### config.mk
export PLATFORM = sky130hd
export DESIGN_NAME = vga_scan_timing
export DESIGN_NICKNAME = d
export VERILOG_FILES = /design/src/rtl/vga_scan_timing.sv
export SDC_FILE = /design/constraint.sdc
export NUM_CORES = 1
export LEC_CHECK = 0
export BUFFER_PORTS_ARGS = -buffer_cell sky130_fd_sc_hd__buf_2
export CORE_UTILIZATION = 31
export CTS_BUF_LIST = sky130_fd_sc_hd__clkbuf_2 sky130_fd_sc_hd__clkbuf_4 sky130_fd_sc_hd__clkbuf_8
export CTS_CLUSTER_DIAMETER = 200
export CTS_CLUSTER_SIZE = 25
export DETAILED_ROUTE_END_ITERATION = 8
export HOLD_SLACK_MARGIN = 0.15
export SLEW_MARGIN = 40
export SYNTH_ARGS = -nofsm -noshare
export SYNTH_HDL_FRONTEND = slang
export SYNTH_SLANG_ARGS = --single-unit
### constraint.sdc
create_clock -name clk -period 6.6 [get_ports clk]
set_clock_uncertainty 0.1 [all_clocks]
set_input_delay 1.32 -clock clk [delete_from_list [all_inputs] [get_ports clk]]
set_output_delay 1.32 -clock clk [all_outputs]
set_load 0.01 [all_outputs]
### src/rtl/vga_scan_timing.sv
`default_nettype none
// +----------------------------------------------------------------------------+
// | Module  : vga_scan_timing                                                  |
// | Brief   : VGA raster timing with a frame-stable game-state snapshot.       |
// | Revision: 1.0                                                              |
// +----------------------------------------------------------------------------+
module vga_scan_timing #(
  parameter int CLK_DIV  = 4,
  parameter int H_ACTIVE = 640,
  parameter int H_FP     = 16,
  parameter int H_SYNC   = 96,
  parameter int H_BP     = 48,
  parameter int V_ACTIVE = 480,
  parameter int V_FP     = 10,
  parameter int V_SYNC   = 2,
  parameter int V_BP     = 33
) (
  input  logic        clk,
  input  logic        rst_n,
  input  logic [47:0] numbers_in,
  input  logic [2:0]  sel1_in,
  input  logic [2:0]  sel2_in,
  input  logic        win_in,
  input  logic        lose_in,
  output logic        pix_en,
  output logic [9:0]  sx,
  output logic [9:0]  sy,
  output logic        hsync,
  output logic        vsync,
  output logic        de,
  output logic        frame_start,
  output logic [47:0] numbers_concat,
  output logic [2:0]  s1,
  output logic [2:0]  s2,
  output logic        win,
  output logic        lose
);

  localparam int C_H_TOTAL = H_ACTIVE + H_FP + H_SYNC + H_BP;
  localparam int C_V_TOTAL = V_ACTIVE + V_FP + V_SYNC + V_BP;
  localparam int C_DIV_W   = (CLK_DIV > 1) ? $clog2(CLK_DIV) : 1;

  localparam logic [C_DIV_W-1:0] C_DIV_LAST = C_DIV_W'(CLK_DIV - 1);
  localparam logic [9:0] C_H_LAST     = 10'(C_H_TOTAL - 1);
  localparam logic [9:0] C_V_LAST     = 10'(C_V_TOTAL - 1);
  localparam logic [9:0] C_H_ACT      = 10'(H_ACTIVE);
  localparam logic [9:0] C_V_ACT      = 10'(V_ACTIVE);
  localparam logic [9:0] C_V_ACT_LAST = 10'(V_ACTIVE - 1);
  localparam logic [9:0] C_HS_BEG     = 10'(H_ACTIVE + H_FP);
  localparam logic [9:0] C_HS_END     = 10'(H_ACTIVE + H_FP + H_SYNC);
  localparam logic [9:0] C_VS_BEG     = 10'(V_ACTIVE + V_FP);
  localparam logic [9:0] C_VS_END     = 10'(V_ACTIVE + V_FP + V_SYNC);

  logic [C_DIV_W-1:0] r_div;
  logic [C_DIV_W-1:0] w_div_nxt;
  logic               r_pix_en;
  logic [9:0]         r_sx;
  logic [9:0]         r_sy;
  logic [9:0]         w_sx_nxt;
  logic [9:0]         w_sy_nxt;
  logic               r_hsync;
  logic               r_vsync;
  logic               r_de;
  logic               r_frame_start;
  logic               w_frame_edge;
  logic [47:0]        r_numbers;
  logic [2:0]         r_s1;
  logic [2:0]         r_s2;
  logic               r_win;
  logic               r_lose;

  // pix_en is registered from the next divider value so it lines up with div==CLK_DIV-1.
  assign w_div_nxt = (r_div == C_DIV_LAST) ? '0 : r_div + 1'b1;

  always_comb begin
    w_sx_nxt = r_sx;
    w_sy_nxt = r_sy;
    if (r_pix_en) begin
      if (r_sx == C_H_LAST) begin
        w_sx_nxt = '0;
        w_sy_nxt = (r_sy == C_V_LAST) ? '0 : r_sy + 10'd1;
      end else begin
        w_sx_nxt = r_sx + 10'd1;
      end
    end
  end

  // The edge that moves the raster to (0, V_ACTIVE) opens vblank.
  assign w_frame_edge = r_pix_en && (r_sx == C_H_LAST) && (r_sy == C_V_ACT_LAST);

  always_ff @(posedge clk or negedge rst_n) begin
    if (!rst_n) begin
      r_div         <= '0;
      r_pix_en      <= 1'b0;
      r_sx          <= '0;
      r_sy          <= '0;
      r_hsync       <= 1'b1;
      r_vsync       <= 1'b1;
      r_de          <= 1'b1;
      r_frame_start <= 1'b0;
    end else begin
      r_div         <= w_div_nxt;
      r_pix_en      <= (w_div_nxt == C_DIV_LAST);
      r_sx          <= w_sx_nxt;
      r_sy          <= w_sy_nxt;
      r_hsync       <= !((w_sx_nxt >= C_HS_BEG) && (w_sx_nxt < C_HS_END));
      r_vsync       <= !((w_sy_nxt >= C_VS_BEG) && (w_sy_nxt < C_VS_END));
      r_de          <= (w_sx_nxt < C_H_ACT) && (w_sy_nxt < C_V_ACT);
      r_frame_start <= w_frame_edge;
    end
  end

  always_ff @(posedge clk or negedge rst_n) begin
    if (!rst_n) begin
      r_numbers <= 48'hFFFF_FFFF_FFFF;
      r_s1      <= 3'b000;
      r_s2      <= 3'b000;
      r_win     <= 1'b0;
      r_lose    <= 1'b0;
    end else if (w_frame_edge) begin
      r_numbers <= numbers_in;
      r_s1      <= sel1_in;
      r_s2      <= sel2_in;
      r_win     <= win_in;
      r_lose    <= lose_in;
    end
  end

  assign pix_en         = r_pix_en;
  assign sx             = r_sx;
  assign sy             = r_sy;
  assign hsync          = r_hsync;
  assign vsync          = r_vsync;
  assign de             = r_de;
  assign frame_start    = r_frame_start;
  assign numbers_concat = r_numbers;
  assign s1             = r_s1;
  assign s2             = r_s2;
  assign win            = r_win;
  assign lose           = r_lose;

endmodule
`default_nettype wire

# After elaboration in Yosys (flattened, before gate mapping)
# Cells that the tools add are included.
# word_totals
ff_bits	83
inputBits	58
out_inout_bits	81
word_cells	40
# op_classes
n_addsub	3
n_lt_le_gt_ge	6
eq_ne	5
mux	6
n_reduce_logical	7
# op_table
cell	count
10-bit two-way mux	5
10-bit by 1-bit adder with 10-bit output, second input constant	2
10-bit == test, second input constant	2
10-bit < comparator, second input constant	2
10-bit by 9-bit < comparator with 1-bit output, second input constant	2
10-bit by 9-bit == test with 1-bit output, second input constant	1
10-bit greater-or-equal comparator, second input constant	1
10-bit by 9-bit greater-or-equal comparator with 1-bit output, second input constant	1
1-bit logical AND	5
2-bit == test, second input constant	2
2-bit by 1-bit adder with 2-bit output, second input constant	1
1-bit logical NOT	2
2-bit two-way mux	1

# Depth between registers and ports, before layout
# Gate-level depths: netlist of run 1.
# logic_depth
depth_word	7
depth_mapped	8

# Worst setup path after synthesis of run 1
# Ideal clock, no wire load.
# synth_timing
kind	register to register
from	register r_sx[7] (netlist: sx[7])
to	register r_s1[0] (netlist: s1[0])
setup_time_ns	0.125
arrival_time_ns	2.608
slack_ns	3.767
path_stages_with_launch	9
n_path_buf	4
path_cell_list	dfrtp_1 > buf_2 > or4b_4 > or3_1 > buf_2 > or4_4 > buf_6 > buf_12 > mux2_4
# synth_via
elab_chain_cells	3
# synth_lines
item	line_no	source
start: declaration	57	logic [9:0] r_sx;
start signal: assignment	104	r_sx <= w_sx_nxt;
10-bit == test	89	assign w_frame_edge = r_pix_en && (r_sx == C_H_LAST) && (r_sy == C_V_ACT_LAST);
1-bit logical AND (2 in a row)	89	
end signal: assignment	122	r_s1 <= sel1_in;
end: declaration	67	logic [2:0] r_s1;
# No other way between the ends.
# A chain may end at the register's enable or synchronous reset.

# Worst setup path in the final report of run 1
# layout_timing
from	register r_sx[5] (netlist: sx[5])
to	register r_numbers[5] (netlist: numbers_concat[5])
# layout_via
elab_chain_cells	3
# layout_lines
item	line_no	source
10-bit == test	89	
1-bit logical AND (2 in a row)	89	
end signal: assignment	121	r_numbers <= numbers_in;
end: declaration	66	logic [47:0] r_numbers;
# No other way between the ends.

==> results of run 1 <==
-- stage by stage --
stage,setup slack (ns),power [mW]
final,3.50,0.968
after global routing,3.38,1.01
after CTS,3.50,0.985
after detailed placement,3.51,0.635
after global placement,3.57,0.633
after floorplan,3.77,0.587
-- cell usage after synthesis (all sizes together) --
master / instances / area share
a2111oi: 1 / 0.0023
a211oi: 2 / 0.0039
a21boi: 1 / 0.0020
a21oi: 5 / 0.0065
a31o: 1 / 0.0023
a31oi: 1 / 0.0016
a32o: 1 / 0.0026
and2: 1 / 0.0016
and3: 1 / 0.0016
and4: 1 / 0.0023
buf: 9 / 0.030
clkbuf: 5 / 0.0049
dfrtp: 32 / 0.21
dfstp: 51 / 0.35
ha: 5 / 0.016
inv: 9 / 0.0088
mux2: 57 / 0.21
nand2: 20 / 0.020
nand2b: 2 / 0.0033
nand3: 10 / 0.013
nand3b: 1 / 0.0020
nand4: 11 / 0.018
nor2: 11 / 0.011
nor3: 3 / 0.0039
nor4: 5 / 0.0081
nor4bb: 1 / 0.0026
o2111a: 1 / 0.0029
o2111ai: 1 / 0.0023
o211ai: 1 / 0.0020
o21ai: 9 / 0.012
o22ai: 1 / 0.0016
o2bb2ai: 1 / 0.0023
o311a: 1 / 0.0026
or2: 2 / 0.0033
or3: 4 / 0.0065
or4: 3 / 0.0068
or4b: 1 / 0.0036
xnor2: 7 / 0.016
xor2: 3 / 0.0068
-- kinds of logic (layout without fill, tap and decap cells) --
family | after synthesis | after routing | synth area share
and+or+nand+nor | 77 | 77 | 0.107
muxes | 57 | 57 | 0.206
buffers and inverters | 23 | 166 | 0.0434
DFF | 83 | 83 | 0.558
AOI/OAI and AO/OA | 27 | 27 | 0.0466
xor gates and xnor gates | 10 | 10 | 0.0228
adders and majority gates | 5 | 5 | 0.0163
-- critical path, stage by stage (launching register included) --
cell and delay, ns:
dfrtp_1 0.47, or4b_4 0.59, or3_1 0.42, or4_4 0.83
buf_12 0.29, mux2_4 0.31
-- layout by cell type, fill, tap and decap left out, types with 2 or more instances in the layout --
cell,n
buf_2,137
dfstp_2,51
mux2_4,40
dfrtp_1,32
nand2_1,20
mux2_2,17
nand4_1,11
nor2_1,11
nand3_1,10
clkbuf_8,10
inv_1,9
o21ai_0,9
xnor2_1,7
a21oi_1,5
ha_1,5
or3_1,4
nor4_1,4
nor3_1,3
xor2_1,3
clkinvlp_4,3
or2_2,2
nand2b_1,2
or4_1,2
a211oi_1,2
clkinv_4,2
-- cell type report --
class                   count  share of cell area
clock buffers              10              0.0283
clock inverters             6              0.0100
inverters                   9             0.00695
multi-input cells         176               0.316
flip-flops and latches     83               0.440
well taps                 168              0.0432
repair buffers            141               0.155
-- path summary, 6_finish.rpt --
| check | from | end | slack, ns | cells after the start |
|---|---|---|---|---|
| max | sx[5] | numbers_concat[5] | 3.50 | 5 |
| min | r_div[0] | r_div[0] | 0.36 | 1 |
| max reg2reg | sx[5] | numbers_concat[5] | 3.50 | 5 |
| min in group asynchronous | rst_n | s2[0] | 0.74 | 1 |
| min reg2reg | r_div[0] | r_div[0] | 0.36 | 1 |
| max in group asynchronous | rst_n | vsync | 5.05 | 2 |
-- power groups by stage --
| stage | combinational [mW] | clock, mW | sequential [mW] |
|---|---|---|---|
| floorplan | 0.0229 | 0 | 0.565 |
| global placement | 0.0784 | 0 | 0.554 |
| detailed placement | 0.0795 | 0 | 0.555 |
| CTS | 0.0801 | 0.358 | 0.547 |
| global route | 0.0883 | 0.377 | 0.549 |
| finish | 0.0803 | 0.341 | 0.547 |
-- routing by layer --
layer	track usage	wire [um]
met5	0	0
met4	0.0614	97
met3	0.0359	550
met2	0.221	4130
met1	0.163	3580
-- state kept, by name, summed over array words and instances (netlist names) --
name and flops:
de 1, frame_start 1, hsync 1, lose 1, numbers_concat 48, pix_en 1
r_div 2, s1 3, s2 3, sx 10, sy 10, vsync 1
win 1
==> metrics.txt, run 1 <==
Initial Utilization=0.318; Routed Antenna Nets=0; HPWL Detailed=around 5900 um; Leak=2.33 nW; Max clock buf depth=2; Final setup viols=0; root buffer selected by CTS=clkbuf_8; Net Sw Frac=0.243; GRT overflow=0; routed vias/inst=4.63; # hold bufs at CTS=0; Cells after DPL=approximately 580; # port buffers=138; Max Cap Viol=0; Reg power frac=0.565; initial antenna violation count=0; CTS tree=yes; count of pins over their slew limit=0; vias in the first global route=2669; Worst slew margin=0.619; final hold slack=~0.36 ns; minimum clock period=3.10 ns; CP endpoint kind=flip-flop; total CTS buffers=9; CP Max Fanout=33; multi-input logic area=1540 um2; crit path kind=reg2reg; actual slew at the worst max-slew pin=about 0.57 ns; Die ar.=12800 um2; DIE WIDTH=approximately 110 um; nets=about 480; Worst Path Arrival=3.28 ns; Net Count, Synth=~350; Syn-to-layout area delta=26.6%; Yosys warning total=0; Power Density=around 200 nW/um2; final core occ=0.403; Placed Area=4640 um2; Critical Path Source Type=flip-flop; postcts setup bufs=0; Post-Syn Area=3840 um2; Gate power share=0.083; routed len/inst=14.1 um; Skew-Pair Late Insertion Delay=roughly 0.35 ns; I/O pin total=139; Period Utilization, post-route=0.470; post-CTS sizing=0; first-pass GRT wire length=13400 um; largest net degree at the start of global routing=84; total track usage=0.134; Routability Congestion=between 0.8 and 0.9; Internal=between 0.7 and 0.8 mW; outcome=finished, final reports clean; clock power share=0.352; Fin. Hold Viols=0; clk sinks=83; layout cells sized above 1=0.638; P_sw=0.235 mW; register area=roughly 2100 um2; Pre-antenna DRT Iters=4; # fillers=between 1000 and 1500; 1st-iter DRT viols=about 120; RSZ-0062 raised after global routing=no; Cell variety after synth=44; TNS Setup=0 ns; clock slew seen by the registers of the worst setup and hold paths=0.08 ns; VDD IR max=0.0000845 V; Mean Syn Cell Area=13.6 um2; final instance area=a little under 5000 um2; die span in y=approximately 110 um; Non-Filler Instances=593; HP Class=reg2reg; Rows=40; number of synthesized register bits=83; core area=12100 um2; Cells after Synth=282; Worst EP required=6.78 ns; H-tree depth=3; via count=2747; DRT Wirelength=approximately 8400 um; Post-route DRC=0; # diodes=0; Fmax achieved=322 MHz; post-synthesis sequential area ratio=0.558
No activity file was read; power rests on OpenSTA's default activity.
==> inputs of run 2 (changes only) <==
==> constraint.sdc (replaced) <==
create_clock -name clk -period 3 [get_ports clk]
set_clock_uncertainty 0.1 [all_clocks]
set_input_delay 0.6 -clock clk [delete_from_list [all_inputs] [get_ports clk]]
set_output_delay 0.6 -clock clk [all_outputs]
set_load 0.01 [all_outputs]
==> metrics.txt, run 2 (synthesis results as in run 1) <==
Routed Antenna Nets=0 (unchanged); largest net degree at the start of global routing=46 (-45%); max reg flops=48 (unchanged); GR Util met1=0.165 (+0.00260); Final setup viols=0 (unchanged); # fillers=1148 (-1.2%); VDD IR max=0.000161 V (+91%); nets=498 (+3.1%); postcts setup bufs=0 (unchanged); Cells after DPL=591 (+2.6%); final core occ=0.415 (+0.0118); CP endpoint kind=flip-flop; Rows=40 (unchanged); Pre-antenna DRT Iters=4 (unchanged); commonest non-fill, non-tap cell in the layout=buf_2; Critical Path Source Type=flip-flop; cell family with most CP delay=simple AND/OR/NAND/NOR gates; Period Utilization, post-route=0.914 (+0.444); clk sinks=83 (unchanged); I/O pin total=139 (unchanged); Non-Filler Instances=608 (+2.5%); initial antenna violation count=0 (unchanged); # diodes=0 (unchanged); Initial Utilization=0.318 (unchanged); clock slew seen by the registers of the worst setup and hold paths=0.09 ns (about the same); via count=2800 (+1.9%); R2R Setup Slk=0.26 ns (-3.24 ns); HP Class=in2reg; Skew-Pair Late Insertion Delay=0.36 ns (about the same); RSZ-0062 raised after global routing=no; first-pass GRT wire length=14000 um (+4.1%); total track usage=0.139 (+0.00571); core area=12100 um2 (unchanged); grt met3 use=0.0418 (+0.00589); routed vias/inst=4.61 (-0.59%); Leak=2.43 nW (+4.3%); total power=2.27 mW (+130%); total CTS buffers=9 (unchanged); critical-path cell list=or4b_4 -> or3_1 -> or4_4 -> buf_12 -> mux2_2; CTS tree=yes; most frequent cells in the layout=buf_2, dfstp_2, mux2_4, dfrtp_1, nand2_1; register area=2140 um2 (unchanged); layout cells sized above 1=0.645 (+0.00781); root buffer selected by CTS=clkbuf_8; final instance area=5000 um2 (+2.9%); CP Buf/Inv Count=1 (unchanged); met2 Use GR=0.231 (+0.00941); Worst R2R Start=sx[6]; crit path from=sx[6]; count of pins over their slew limit=0 (unchanged); Worst slew margin=0.644 (+0.0248); CP Max Fanout=25 (-24%); 1st-iter DRT viols=93 (-20%); peak per-stage delay on the critical path=0.66 ns (-0.17 ns); vias in the first global route=2844 (+6.6%); # port buffers=138 (unchanged); H-tree depth=3 (unchanged); Die ar.=12800 um2 (unchanged); Max clock buf depth=2 (unchanged); Fin. Hold Viols=0 (unchanged); actual slew at the worst max-slew pin=0.529 ns (-0.0421 ns); critical path's slowest cell=or4_4; final hold slack=0.365 ns (+0.00896 ns); Worst EP required=3.15 ns (-3.63 ns); die span in y=113 um (unchanged); fin worst setup slack=0.257 ns (-3.24 ns); most used routing layer in global routing=met2; GRT overflow=0 (unchanged); DIE WIDTH=113 um (unchanged); Post-route DRC=0 (unchanged); HPWL Detailed=6250 um (+5.6%); Power Density=453 nW/um2 (+130%); routed len/inst=14.2 um (+1.1%); Max Cap Viol=0 (unchanged); crit path kind=reg2reg; Worst Path Arrival=2.89 ns (-0.39 ns); min-delay src=numbers_in[2]; Routability Congestion=0.859 (+4.2%); TNS Setup=0 ns (unchanged); dpl ws=0.255 ns (-3.26 ns); minimum clock period=2.74 ns (-0.362 ns); multi-input logic area=1530 um2 (-0.41%); DRT Wirelength=8660 um (+3.6%); Placed Area=4770 um2 (+2.9%); outcome=finished, final reports clean; Fmax achieved=365 MHz (+13%); Syn-to-layout area delta=30.3%
==> run 2: timing repair <==
item / in CTS / in global routing
resized for setup: 0 / 0
setup endpoints to repair: 0 / 0
hold buffers: 1 / 0
hold endpoints to repair: 28 / 0
==> run 2: area by class of cell <==
| type | count | share of cell area |
|---|---|---|
| flip-flops and latches | 83 | 0.428 |
| multi-input cells | 176 | 0.306 |
| repair buffers | 156 | 0.174 |
| well taps | 168 | 0.0420 |
| clock buffers | 10 | 0.0263 |
| clock inverters | 6 | 0.0175 |
| inverters | 9 | 0.00675 |
==> run 2: path summary, 6_finish.rpt <==
| check | end | cells after the start |
|---|---|---|
| max reg2reg | s2[2] | 5 |
| min in group asynchronous | s2[1] | 2 |
| max in group asynchronous | numbers_concat[24] | 3 |
| min | numbers_concat[2] | 2 |
| min reg2reg | r_div[0] | 1 |
| max | s2[2] | 5 |
==> run 2: power by group <==
group	total (mW)	switching (mW)	internal [mW]
registers	1.20	0.0190	1.18
logic	0.176	0.0777	0.0986
clock network	0.889	0.409	0.480
==> run 2: per-layer routing <==
layer  vias to the layer above  part of all wire
met5                         -                 0
met4                         0             0.021
met3                        14             0.071
met2                       104              0.48
met1                      1367              0.43
li1                       1315                 -
==> run 2: worst register-to-register path, delay by kind of cell (launching register included) <==
family	cells	cell delay, ns
flops	1	0.45
simple gates	3	1.56
buf+inv	1	0.23
mux	1	0.30
==> inputs of run 3 (changes only) <==
==> constraint.sdc (replaced) <==
create_clock -name clk -period 3 [get_ports clk]
set_clock_uncertainty 0.1 [all_clocks]
set_input_delay 0.15 -clock clk [delete_from_list [all_inputs] [get_ports clk]]
set_output_delay 0.15 -clock clk [all_outputs]
set_load 0.01 [all_outputs]
==> metrics.txt, run 3 (synthesis results as in run 1) <==
Worst slew margin=0.507 (-0.137); Post-route DRC=0 (unchanged); met2 wire len=4920 um (+19%); Fmax achieved=360 MHz (-1.2%); I/O pin total=139 (unchanged); layout cells sized above 1=0.572 (-0.0737); total power=2.41 mW (+6.1%); total CTS buffers=9 (unchanged); most frequent cells in the layout=buf_2, dlygate4sd3_1, dfstp_2, mux2_4, dfrtp_1; nets=553 (+11%); core area=12100 um2 (unchanged); HP Class=in2async; GRT overflow=0 (unchanged); # hold bufs at CTS=57 (+56); die span in y=113 um (unchanged); max reg flops=48 (unchanged); Worst Path Arrival=2.93 ns (+0.04 ns); wl on met1=4080 um (+9.3%); CP Max Fanout=10 (-60%); R2R cell count=5 (unchanged); commonest non-fill, non-tap cell in the layout=buf_2; Pre-antenna DRT Iters=4 (unchanged); VDD IR max=0.000167 V (+3.6%); critical-path cell list=or4b_4 -> or3_1 -> or4_4 -> buf_4 -> mux2_4; CP endpoint kind=flip-flop; minimum clock period=2.78 ns (+0.0341 ns); routed vias/inst=4.66 (+1.2%); HPWL Detailed=6120 um (-2.1%); # port buffers=138 (unchanged); Die ar.=12800 um2 (unchanged); initial antenna violation count=0 (unchanged); H-tree depth=3 (unchanged); root buffer selected by CTS=clkbuf_8; actual slew at the worst max-slew pin=0.739 ns (+0.210 ns); Period Utilization, post-route=0.926 (+0.0114); count of pins over their slew limit=0 (unchanged); via count=3090 (+10%); CP Buf/Inv Count=1 (unchanged); Power Density=432 nW/um2 (-4.8%); Critical Path Source Type=flip-flop; vias in the first global route=3131 (+10%); routed wl met3=569 um (-7.9%); Top Metal Used=met4; Fin. Hold Viols=0 (unchanged); Non-Filler Instances=663 (+9.0%); clk sinks=83 (unchanged); reg2reg end=numbers_concat[18]; cell family with most CP delay=simple AND/OR/NAND/NOR gates; critical path's slowest cell=or4_4; Worst R2R Start=sx[6]; Leak=2.67 nW (+9.8%); DIE WIDTH=113 um (unchanged); crit path kind=reg2reg; Syn-to-layout area delta=45.2%; Worst EP required=3.16 ns (about the same); # diodes=0 (unchanged); Final setup viols=0 (unchanged); total track usage=0.156 (+0.0171); clock slew seen by the registers of the worst setup and hold paths=0.08 ns (about the same); Skew-Pair Late Insertion Delay=0.34 ns (-0.02 ns); outcome=finished, final reports clean; Initial Utilization=0.318 (unchanged); Rows=40 (unchanged); routed len/inst=14.7 um (+3.2%); RSZ-0062 raised after global routing=no; post-CTS sizing=0 (unchanged); Max Cap Viol=0 (unchanged); R2R Setup Slk=0.22 ns (-0.03 ns); Cells after DPL=590 (-0.17%); postcts setup bufs=0 (unchanged); Routability Congestion=0.858 (about the same); final core occ=0.462 (+0.0472); first-pass GRT wire length=15700 um (+12%); critical path depth=5 (unchanged); CTS tree=yes; final hold slack=0.319 ns (-0.0461 ns); Max clock buf depth=2 (unchanged); TNS Setup=0 ns (unchanged); Routed Antenna Nets=0 (unchanged); DRT Wirelength=9740 um (+13%); largest net degree at the start of global routing=84 (+83%); 1st-iter DRT viols=201 (+120%); peak per-stage delay on the critical path=0.66 ns (about the same)
==> run 3: cell count changes in the layout (fill, tap and decap cells not counted), sizes merged <==
cell	delta
bufinv	+1
dlygate4sd3	+56
clkinv	+1
inv	-1
buf	-1
clkinvlp	-1
==> run 3: metal layers <==
metal  global-route usage  vias up
met5                    0        -
met4               0.0596        0
met3               0.0418       17
met2                0.271      115
met1                0.185     1530
li1                     -     1428
==> run 3: worst max-delay path by stage <==
stage	start	endpoint	slack, ns
6_report	sx[6]	numbers_concat[18]	0.22
4_1_cts	sx[6]	numbers_concat[18]	0.24
2_1_floorplan	sx[7]	s1[0]	0.17
3_3_place_gp	sx[6]	s1[0]	0.29
5_1_grt	sx[6]	numbers_concat[18]	0.13
3_5_place_dp	sx[6]	s1[0]	0.24
==> run 3: power breakdown <==
part           internal, mW  leakage, nW  switching [mW]  total, mW
clock network         0.566        0.124           0.400      0.966
logic                 0.144         1.60          0.0914      0.235
registers              1.18        0.951          0.0208       1.20
total                  1.89         2.67           0.512       2.41
==> run 3: through the flow <==
step                      instance area, um2  worst slack [ns]
final                                   5570             0.223
after global routing                    5570             0.133
after CTS                               5570             0.236
after detailed placement                4760             0.238
after global placement                  4750             0.286
after floorplan                         3840             0.167
==> run 3: area by class of cell <==
class / count / area [um2]
clock buffers: 10 / 131
clock inverters: 6 / 113
fillers: 1084 / 6490
inverters: 9 / 33.8
multi-input cells: 176 / 1530
flip-flops and latches: 83 / 2140
well taps: 168 / 210
repair buffers: 211 / 1410
==> run 3: worst reg2reg max path: cells and delay by family (launching register included) <==
kind / cells / cell delay [ns]
AND/OR/NAND/NOR: 3 / 1.57
flip-flops: 1 / 0.45
multiplexers: 1 / 0.32
buffers and inverters: 1 / 0.25
